<file path="config.mk">
export PLATFORM = sky130hd
export DESIGN_NAME = cart_mem_arbiter
export DESIGN_NICKNAME = d
export VERILOG_FILES = /design/src/rtl/cart_mem_arbiter_pkg.sv /design/src/rtl/cart_mem_rr_arbiter.sv /design/src/rtl/cart_mem_arbiter.sv
export SDC_FILE = /design/constraint.sdc
export NUM_CORES = 1
export LEC_CHECK = 0
export CELL_PAD_IN_SITES_DETAIL_PLACEMENT = 1
export CELL_PAD_IN_SITES_GLOBAL_PLACEMENT = 2
export CORE_ASPECT_RATIO = 0.75
export CORE_MARGIN = 2
export CORE_UTILIZATION = 24
export DETAILED_ROUTE_END_ITERATION = 8
export GPL_TIMING_DRIVEN = 1
export PLACE_DENSITY_LB_ADDON = 0.1
export SLEW_MARGIN = 20
export SYNTH_ARGS = -nofsm -noshare
export SYNTH_HDL_FRONTEND = slang
export SYNTH_HIERARCHICAL = 1
export SYNTH_SLANG_ARGS = --single-unit
</file>
<file path="constraint.sdc">
create_clock -name clk_i -period 3.9 [get_ports clk_i]
set_clock_uncertainty 0.2 [all_clocks]
set_input_delay 0.78 -clock clk_i [delete_from_list [all_inputs] [get_ports clk_i]]
set_output_delay 0.78 -clock clk_i [all_outputs]
set_load 0.01 [all_outputs]
</file>
<file path="src/rtl/cart_mem_arbiter_pkg.sv">
// Shared definitions for the cartridge memory arbiter.
//   - default unified-space base addresses of the PRG ROM, CHR and PRG RAM windows
//   - arbiter FSM state encoding
//   - client identifiers used by the round-robin grant logic
package cart_mem_arbiter_pkg;

   localparam logic [19:0] PRG_ROM_BASE_DEF = 20'h00000;
   localparam logic [19:0] CHR_BASE_DEF     = 20'h80000;
   localparam logic [19:0] PRG_RAM_BASE_DEF = 20'hC0000;

   typedef enum logic [1:0] {
      ST_IDLE = 2'd0,
      ST_MEM  = 2'd1,
      ST_RESP = 2'd2
   } state_t;

   typedef enum logic {
      CLIENT_PRG = 1'b0,
      CLIENT_CHR = 1'b1
   } client_t;

endpackage

</file>
<file path="src/rtl/cart_mem_rr_arbiter.sv">
// Two-way round-robin grant between the PRG (CPU) and CHR (PPU) clients.
// Ports:
//   clk, rst_n   clock, asynchronous active-low reset
//   req_prg      PRG client request
//   req_chr      CHR client request
//   update       load last_grant with owner (one cycle per finished transaction)
//   owner        client that just finished
//   grant_valid  at least one request present
//   grant        selected client; on a tie, the client that did not finish last
module cart_mem_rr_arbiter
   import cart_mem_arbiter_pkg::*;
(
   input  logic    clk,
   input  logic    rst_n,
   input  logic    req_prg,
   input  logic    req_chr,
   input  logic    update,
   input  client_t owner,
   output logic    grant_valid,
   output client_t grant
);

   client_t last_grant;

   // Reset to PRG so that CHR wins the very first tie.
   always_ff @(posedge clk or negedge rst_n) begin
      if (!rst_n) begin
         last_grant <= CLIENT_PRG;
      end else if (update) begin
         last_grant <= owner;
      end
   end

   always_comb begin
      grant_valid = req_prg | req_chr;
      grant       = CLIENT_PRG;
      if (req_prg && req_chr) begin
         grant = (last_grant == CLIENT_PRG) ? CLIENT_CHR : CLIENT_PRG;
      end else if (req_chr) begin
         grant = CLIENT_CHR;
      end
   end

endmodule

</file>
<file path="src/rtl/cart_mem_arbiter.sv">
// Cartridge memory arbiter: maps mapper PRG ROM / PRG RAM / CHR addresses into
// one 20-bit unified byte space and serves the CPU-side (PRG) and PPU-side (CHR)
// clients over a single shared, variable-latency memory port.
// Ports:
//   clk_i, rst_n_i                 clock, asynchronous active-low reset
//   prg_req_i .. prg_wdata_i       PRG client request, region select, address, data
//   prg_ack_o, prg_rdata_o         PRG one-cycle ack and held read data
//   chr_req_i .. chr_wdata_i       CHR client request, address, data
//   chr_ack_o, chr_rdata_o         CHR one-cycle ack and held read data
//   mem_req_o .. mem_wdata_o       shared memory request (held until mem_ack_i)
//   mem_ack_i, mem_rdata_i         memory completion and read data
// Writes to PRG ROM, and to CHR when CHR_WRITABLE = 0, are acknowledged
// without touching memory.
module cart_mem_arbiter
   import cart_mem_arbiter_pkg::*;
#(
   parameter logic [19:0] PRG_ROM_BASE = PRG_ROM_BASE_DEF,
   parameter logic [19:0] CHR_BASE     = CHR_BASE_DEF,
   parameter logic [19:0] PRG_RAM_BASE = PRG_RAM_BASE_DEF,
   parameter bit          CHR_WRITABLE = 1'b0
) (
   input  logic        clk_i,
   input  logic        rst_n_i,
   input  logic        prg_req_i,
   input  logic        prg_sel_ram_i,
   input  logic        prg_we_i,
   input  logic [18:0] prg_rom_addr_i,
   input  logic [14:0] prg_ram_addr_i,
   input  logic [7:0]  prg_wdata_i,
   output logic        prg_ack_o,
   output logic [7:0]  prg_rdata_o,
   input  logic        chr_req_i,
   input  logic        chr_we_i,
   input  logic [17:0] chr_addr_i,
   input  logic [7:0]  chr_wdata_i,
   output logic        chr_ack_o,
   output logic [7:0]  chr_rdata_o,
   output logic        mem_req_o,
   output logic        mem_we_o,
   output logic [19:0] mem_addr_o,
   output logic [7:0]  mem_wdata_o,
   input  logic        mem_ack_i,
   input  logic [7:0]  mem_rdata_i
);

   state_t      state, state_nxt;
   client_t     owner;
   logic        we_q;
   logic [19:0] addr_q;
   logic [7:0]  wdata_q;
   logic [7:0]  prg_rdata_q, chr_rdata_q;

   logic        grant_valid;
   client_t     grant;
   logic [19:0] grant_addr;
   logic        grant_we;
   logic [7:0]  grant_wdata;
   logic        grant_drop;

   cart_mem_rr_arbiter u_rr (
      .clk         (clk_i),
      .rst_n       (rst_n_i),
      .req_prg     (prg_req_i),
      .req_chr     (chr_req_i),
      .update      (state == ST_RESP),
      .owner       (owner),
      .grant_valid (grant_valid),
      .grant       (grant)
   );

   // Unified address and write attributes of the client that would be granted.
   always_comb begin
      grant_addr  = '0;
      grant_we    = 1'b0;
      grant_wdata = '0;
      grant_drop  = 1'b0;
      if (grant == CLIENT_CHR) begin
         grant_addr  = CHR_BASE + {2'b00, chr_addr_i};
         grant_we    = chr_we_i;
         grant_wdata = chr_wdata_i;
         grant_drop  = chr_we_i & ~CHR_WRITABLE;
      end else begin
         grant_addr  = prg_sel_ram_i ? (PRG_RAM_BASE + {5'b00000, prg_ram_addr_i})
                                     : (PRG_ROM_BASE + {1'b0, prg_rom_addr_i});
         grant_we    = prg_we_i;
         grant_wdata = prg_wdata_i;
         grant_drop  = prg_we_i & ~prg_sel_ram_i;
      end
   end

   always_ff @(posedge clk_i or negedge rst_n_i) begin
      if (!rst_n_i) begin
         state <= ST_IDLE;
      end else begin
         state <= state_nxt;
      end
   end

   always_comb begin
      state_nxt = state;
      mem_req_o = 1'b0;
      prg_ack_o = 1'b0;
      chr_ack_o = 1'b0;
      case (state)
         ST_IDLE: begin
            if (grant_valid) begin
               state_nxt = grant_drop ? ST_RESP : ST_MEM;
            end
         end
         ST_MEM: begin
            mem_req_o = 1'b1;
            if (mem_ack_i) begin
               state_nxt = ST_RESP;
            end
         end
         ST_RESP: begin
            prg_ack_o = (owner == CLIENT_PRG);
            chr_ack_o = (owner == CLIENT_CHR);
            state_nxt = ST_IDLE;
         end
         default: state_nxt = ST_IDLE;
      endcase
   end

   // Read data goes straight into the owner's rdata register on mem_ack_i so
   // that it is already valid during the ack cycle.
   always_ff @(posedge clk_i or negedge rst_n_i) begin
      if (!rst_n_i) begin
         owner       <= CLIENT_PRG;
         we_q        <= 1'b0;
         addr_q      <= '0;
         wdata_q     <= '0;
         prg_rdata_q <= '0;
         chr_rdata_q <= '0;
      end else begin
         if (state == ST_IDLE && grant_valid) begin
            owner   <= grant;
            we_q    <= grant_we;
            addr_q  <= grant_addr;
            wdata_q <= grant_wdata;
         end
         if (state == ST_MEM && mem_ack_i && !we_q) begin
            if (owner == CLIENT_CHR) begin
               chr_rdata_q <= mem_rdata_i;
            end else begin
               prg_rdata_q <= mem_rdata_i;
            end
         end
      end
   end

   assign mem_we_o    = we_q;
   assign mem_addr_o  = addr_q;
   assign mem_wdata_o = wdata_q;
   assign prg_rdata_o = prg_rdata_q;
   assign chr_rdata_o = chr_rdata_q;

endmodule

</file>
# --- Word-level counts from Yosys, hierarchy flattened ---
# Index checks and enable logic that the tools add are counted.
classes:
  shift: 0
  addsub: 2
  n_eq_ne: 4
  n_div: 0
  n_bitwise: 4
  n_lt_le_gt_ge: 0
  mul: 0
  mux: 15
  n_reduce_logical: 9
op_table:
  columns: ["operator", "count"]
  rows:
  - ["20-bit two-way mux", 2]
  - ["19-bit by 16-bit adder with 20-bit output, first input constant", 1]
  - ["20-bit by 18-bit adder with 20-bit output, first input constant", 1]
  - ["1-bit two-way mux", 8]
  - ["8-bit two-way mux", 1]
  - ["2-bit two-way mux", 3]
  - ["2-bit AND reduction", 3]
  - ["1-bit logical AND", 4]
  - ["2-bit inequality test, second input constant", 2]
  - ["2-bit case mux with 2 select lines", 1]
  - ["2-bit by 1-bit == test with 1-bit output, second input constant", 1]
  - ["2-bit == test, second input constant", 1]
  - ["2-bit zero test", 1]
  - ["1-bit NOT", 2]
  - ["1-bit AND", 1]
  - ["1-bit zero test", 1]
  - ["1-bit OR", 1]
totals:
  regBits: 49
  latchBits: 0
  inputBits: 84
  mem_bits_rw: 0
  word_cells: 42
  memories: 0
  out_inout_bits: 48
  romBits: 0

# --- Logic depth before layout (Yosys ltp) ---
depth:
  ltp_word: 6
  ltp_mapped: 6
  depth_no_buf: 4

# --- Modules after synthesis ---
# Netlist, hierarchy kept.
modules_own_cells:
  columns: ["module", "seq_area_each_um2", "area_per_inst_um2", "cells_each", "instances"]
  rows:
  - ["cart_mem_arbiter", 1201.2, 2293.4, 195, 1]
  - ["cart_mem_rr_arbiter", 25.0, 53.8, 4, 1]

# --- Least setup slack after synthesis ---
# No wires, ideal clock.
synth_timing:
  path_type: "input -> register"
  from: "in chr_req_i"
  to: "reg wdata_q[2] (netlist: mem_wdata_o[2])"
  t_arrival_ns: 1.709
  t_required_ns: 3.564
  setup_slack_ns: 1.854
  path_buffers: 2
  stages: 5
  setup_time_ns: 0.136
  cell_sequence: "or2_2 > or3b_1 > buf_2 > clkbuf_1 > o21ai_0"
synth_between:
  elab_chain_cells: 3
  elab_cells_between_ends: 6
  cone_classes: "mux: 3; bitwise: 1; reduce/logical: 2"
synth_rtl:
  columns: ["item", "line_no", "text"]
  rows:
  - ["start: declaration", "cart_mem_arbiter.sv:32", "input logic chr_req_i,"]
  - ["1-bit two-way mux or 1-bit logical AND (tied branches)", "cart_mem_rr_arbiter.sv:39, cart_mem_rr_arbiter.sv:37", null]
  - ["1-bit two-way mux", "cart_mem_rr_arbiter.sv:37", "if (req_prg && req_chr) begin"]
  - ["8-bit two-way mux", "cart_mem_arbiter.sv:77", "if (grant == CLIENT_CHR) begin"]
  - ["end signal: assignment", "cart_mem_arbiter.sv:140", "wdata_q <= grant_wdata;"]
  - ["end: declaration", "cart_mem_arbiter.sv:50", "logic [7:0] wdata_q;"]
# Parallel ways exist; a longest one is shown, timed or not.
# A chain may end at the register's enable or synchronous reset.

# --- Final worst setup path ---
layout_timing:
  from: "reg state[0]"
  to: "out prg_ack_o"
layout_between:
  elab_chain_cells: 2
layout_rtl:
  columns: ["item", "line_no", "text"]
  rows:
  - ["start: declaration", "cart_mem_arbiter.sv:46", "state_t state, state_nxt;"]
  - ["start signal: assignment", "cart_mem_arbiter.sv:95", "state <= state_nxt;"]
  - ["2-bit == test", "cart_mem_arbiter.sv:104", "case (state)"]
  - ["1-bit two-way mux", "cart_mem_arbiter.sv:104", null]
  - ["end: declaration", "cart_mem_arbiter.sv:30", "output logic prg_ack_o,"]
# No other way between the ends.

==> run_results.csv <==
group,metric,value,unit
yosys,synth_ff_type,"dfrtp_1",
timing,finalSetupTns,0,ps
clock_network,cts_hold_buf,0,
floorplanning,rows,31,
yosys,syn_area,2350,sq um
yosys,synthDistinctLibCells,27,
power_and_ir_drop,finalPower,0.00271,W
floorplanning,die_y,89.6,microns
cells_and_area,area_delta_synth_final,70.4,%
power_and_ir_drop,p_int,0.00186,W
timing,period_needed,2650,ps
yosys,synth_nets,283,
cells_and_area,final_cells,459,
critical_path,worstSetupPathType,"register to output port",
power_and_ir_drop,power_frac_seq,33.5,%
routing,wirelength,6.99,mm
placed_design,gp_congestion,0.724,
yosys,async_flop_share,100,%
clock_network,cts.clk_slew.worst_paths,70,ps
routing,num_vias,1964,
timing,setup_viol_count_final,0,
routing,drt-pass1-iter-count,3,
critical_path,r2r_start,"u_rr/last_grant$_DFFE_PN0P_",
routing,met3WireLength,414,microns
timing,hold_viol,0,
critical_path,rrSetupSlack,1950,ps
critical_path,path_max_fanout,4,
timing,drv_slew,0,
routing,wl_met2,3.31,mm
cells_and_area,final_nets,410,
clock_network,clkSinkCount,49,
yosys,avgSynthCellArea,11.8,sq um
placed_design,dpl.hpwl,5.43,mm
routing,drc,0,
timing,rsz0062_at_grt,"no",
clock_network,cts.repair.resized,0,
critical_path,worstPathRequired,2920,ps
power_and_ir_drop,switchingPower,0.000846,W
critical_path,cp-start-kind,"register",
routing,wl_per_cell,15.2,microns
power_and_ir_drop,vdd_drop_max,0.202,mV
global_route,antenna_found_initial,0,
power_and_ir_drop,powerDensity,677,nW/um^2
cells_and_area,utilization,41.8,%
global_route,overflow,0,
floorplanning,start_util,24.5,%
critical_path,arrival,1670,ps
clock_network,htreeDepth,2,
yosys,synth_top_area_cell,"dfrtp_1",
critical_path,r2r-end,"mem_addr_o[5]$_DFFE_PN0P_",
cells_and_area,fillCellCount,1063,
global_route,grt_pass1_vias,2083,
yosys,ys_warn_count,6,
routing,top_layer_used,"met4",
flow_run,drv_cap,0,
placed_design,port_buffers,131,
clock_network,numCtsBuffers,5,
clock_network,postCtsSetupBuffers,0,
yosys,ys_seq_elements,49,
yosys,synth.area.top_cells,"dfrtp_1 52%, mux2_2 12%, mux2i_1 9.8%",
global_route,grt_pass1_wl,10.9,mm
critical_path,critPathCaptureType,"output port",
power_and_ir_drop,clkPwrFrac,20.6,%
timing,max_freq,377,MHz
run_status,status,"complete, no violations",
cells_and_area,layout-drive-gt1-share,15.3,%
yosys,synth_edf_count,0,
clock_network,root_buffer,"clkbuf_16",
floorplanning,core_area,9580,sq um
yosys,synth_cells,199,
yosys,yosysTopAreaCellShare,52.2,%
yosys,yosysSeqAreaShare,52.2,%
routing,m1WireLength,3.20,mm
power_and_ir_drop,p_leak,1.70,nW
min_path,holdCritPathClass,"input port to async pin",
power_and_ir_drop,power_frac_comb,45.9,%
clock_network,cts_tree,"done",
floorplanning,die_area,10600,sq um
floorplanning,die_w,118,microns
cells_and_area,diodes,0,
global_route,grt_usage,13.2,%
critical_path,worstRegToRegCells,4,
power_and_ir_drop,swShare,31.2,%
timing,max_slew.worst_pin.slew,864,ps
timing,slew_headroom,42.2,%
clock_network,clk_latency,290,ps
routing,drtIter0Drc,31,
global_route,grt_max_degree,40,
placed_design,placed_cells,451,
floorplanning,io-pin-count,132,
routing,antenna_left,0,
timing,finalCritPeriodShare,68.0,%
routing,via_per_inst,4.28,
clock_network,clockBufferDepth,2,
==> placed cells by master (no fill, tap or decap), drive strengths merged, types with 2 or more instances in the layout <==
master | netlist | final
a22oi | 3 | 3
buf | 8 | 4
bufinv | 0 | 2
clkbuf | 6 | 5
clkdlybuf4s50 | 0 | 130
dfrtp | 49 | 49
mux2 | 33 | 33
mux2i | 23 | 23
nand2 | 29 | 29
nor2 | 2 | 2
nor2b | 2 | 2
o21ai | 29 | 29
or3b | 2 | 2
==> flip-flops by register name, summed over array words and instances, names as in the netlist <==
name	flops
mem_addr_o	20
chr_rdata_o	8
owner	1
prg_rdata_o	8
u_rr/last_grant	1
mem_wdata_o	8
state	2
mem_we_o	1
==> cell families (layout without fill, tap and decap cells) <==
group                  count (synthesis)  count (layout)  synth area share, %
AO/OA/AOI/OAI                         38              38                 9.01
buffers and inverters                 15             143                 3.04
flip-flops                            49              49                 52.2
multiplexers                          56              56                 27.1
AND/OR/NAND/NOR                       41              41                 8.64
==> cells in the mapped netlist (2+ instances only) <==
master     n
dfrtp_1   49
nand2_1   29
o21ai_0   29
mux2_2    24
mux2i_1   23
mux2_4     9
buf_2      6
clkbuf_1   6
a22oi_1    3
nor2_1     2
nor2b_1    2
or3b_1     2
==> power groups by stage <==
stage	combinational (W)	clock (W)	sequential, W
after global placement	0.00126	0	0.000908
after global routing	0.00135	0.000602	0.000945
final	0.00124	0.000558	0.000907
after floorplan	0.000452	0	0.00101
after CTS	0.00128	0.000581	0.000911
after detailed placement	0.00127	0	0.000915
==> cell type report <==
type                       count  area, sq um  area share (%)
timing repair buffer         134         1350            33.8
sequential                    49         1230            30.7
multi-input combinational    135         1060            26.5
tap                          132          165            4.13
clock buffer                   5          125            3.13
clock inverter                 3         65.1            1.63
inverter                       1         3.75          0.0938
==> metrics by stage <==
step	hold slack (ps)	worst slack, ps	area (sq um)
2_1_floorplan	276	1850	2350
3_3_place_gp	262	996	3810
3_5_place_dp	270	989	3810
4_1_cts	264	1220	4000
5_1_grt	278	1200	4000
6_report	242	1250	4000
==> worst max-delay path by stage <==
stage                    startpoint                         end  slack, ps  cells past startpoint
2_1_floorplan             chr_req_i  mem_wdata_o[2]$_DFFE_PN0P_       1850                      5
3_3_place_gp              chr_req_i   mem_addr_o[5]$_DFFE_PN0P_       1000                      5
3_5_place_dp              prg_req_i  mem_addr_o[18]$_DFFE_PN0P_        990                      5
4_1_cts        state[0]$_DFFE_PN0P_                   prg_ack_o       1220                      3
5_1_grt        state[0]$_DFFE_PN0P_                   prg_ack_o       1200                      3
6_report       state[0]$_DFFE_PN0P_                   prg_ack_o       1250                      3
==> worst max-delay path, cell delays in order, from the launching register on <==
cell and delay, ps:
dfrtp_1 430, and2b_1 260, nor2b_1 140, clkdlybuf4s50_1 550
==> per-layer routing <==
metal | GRT usage (%) | up-vias
met3 | 4.23 | 5
met1 | 17.3 | 955
met2 | 21.4 | 57
met4 | 3.61 | 0
met5 | 0 | -
li1 | - | 947
(Power assumes the default switching activity.)
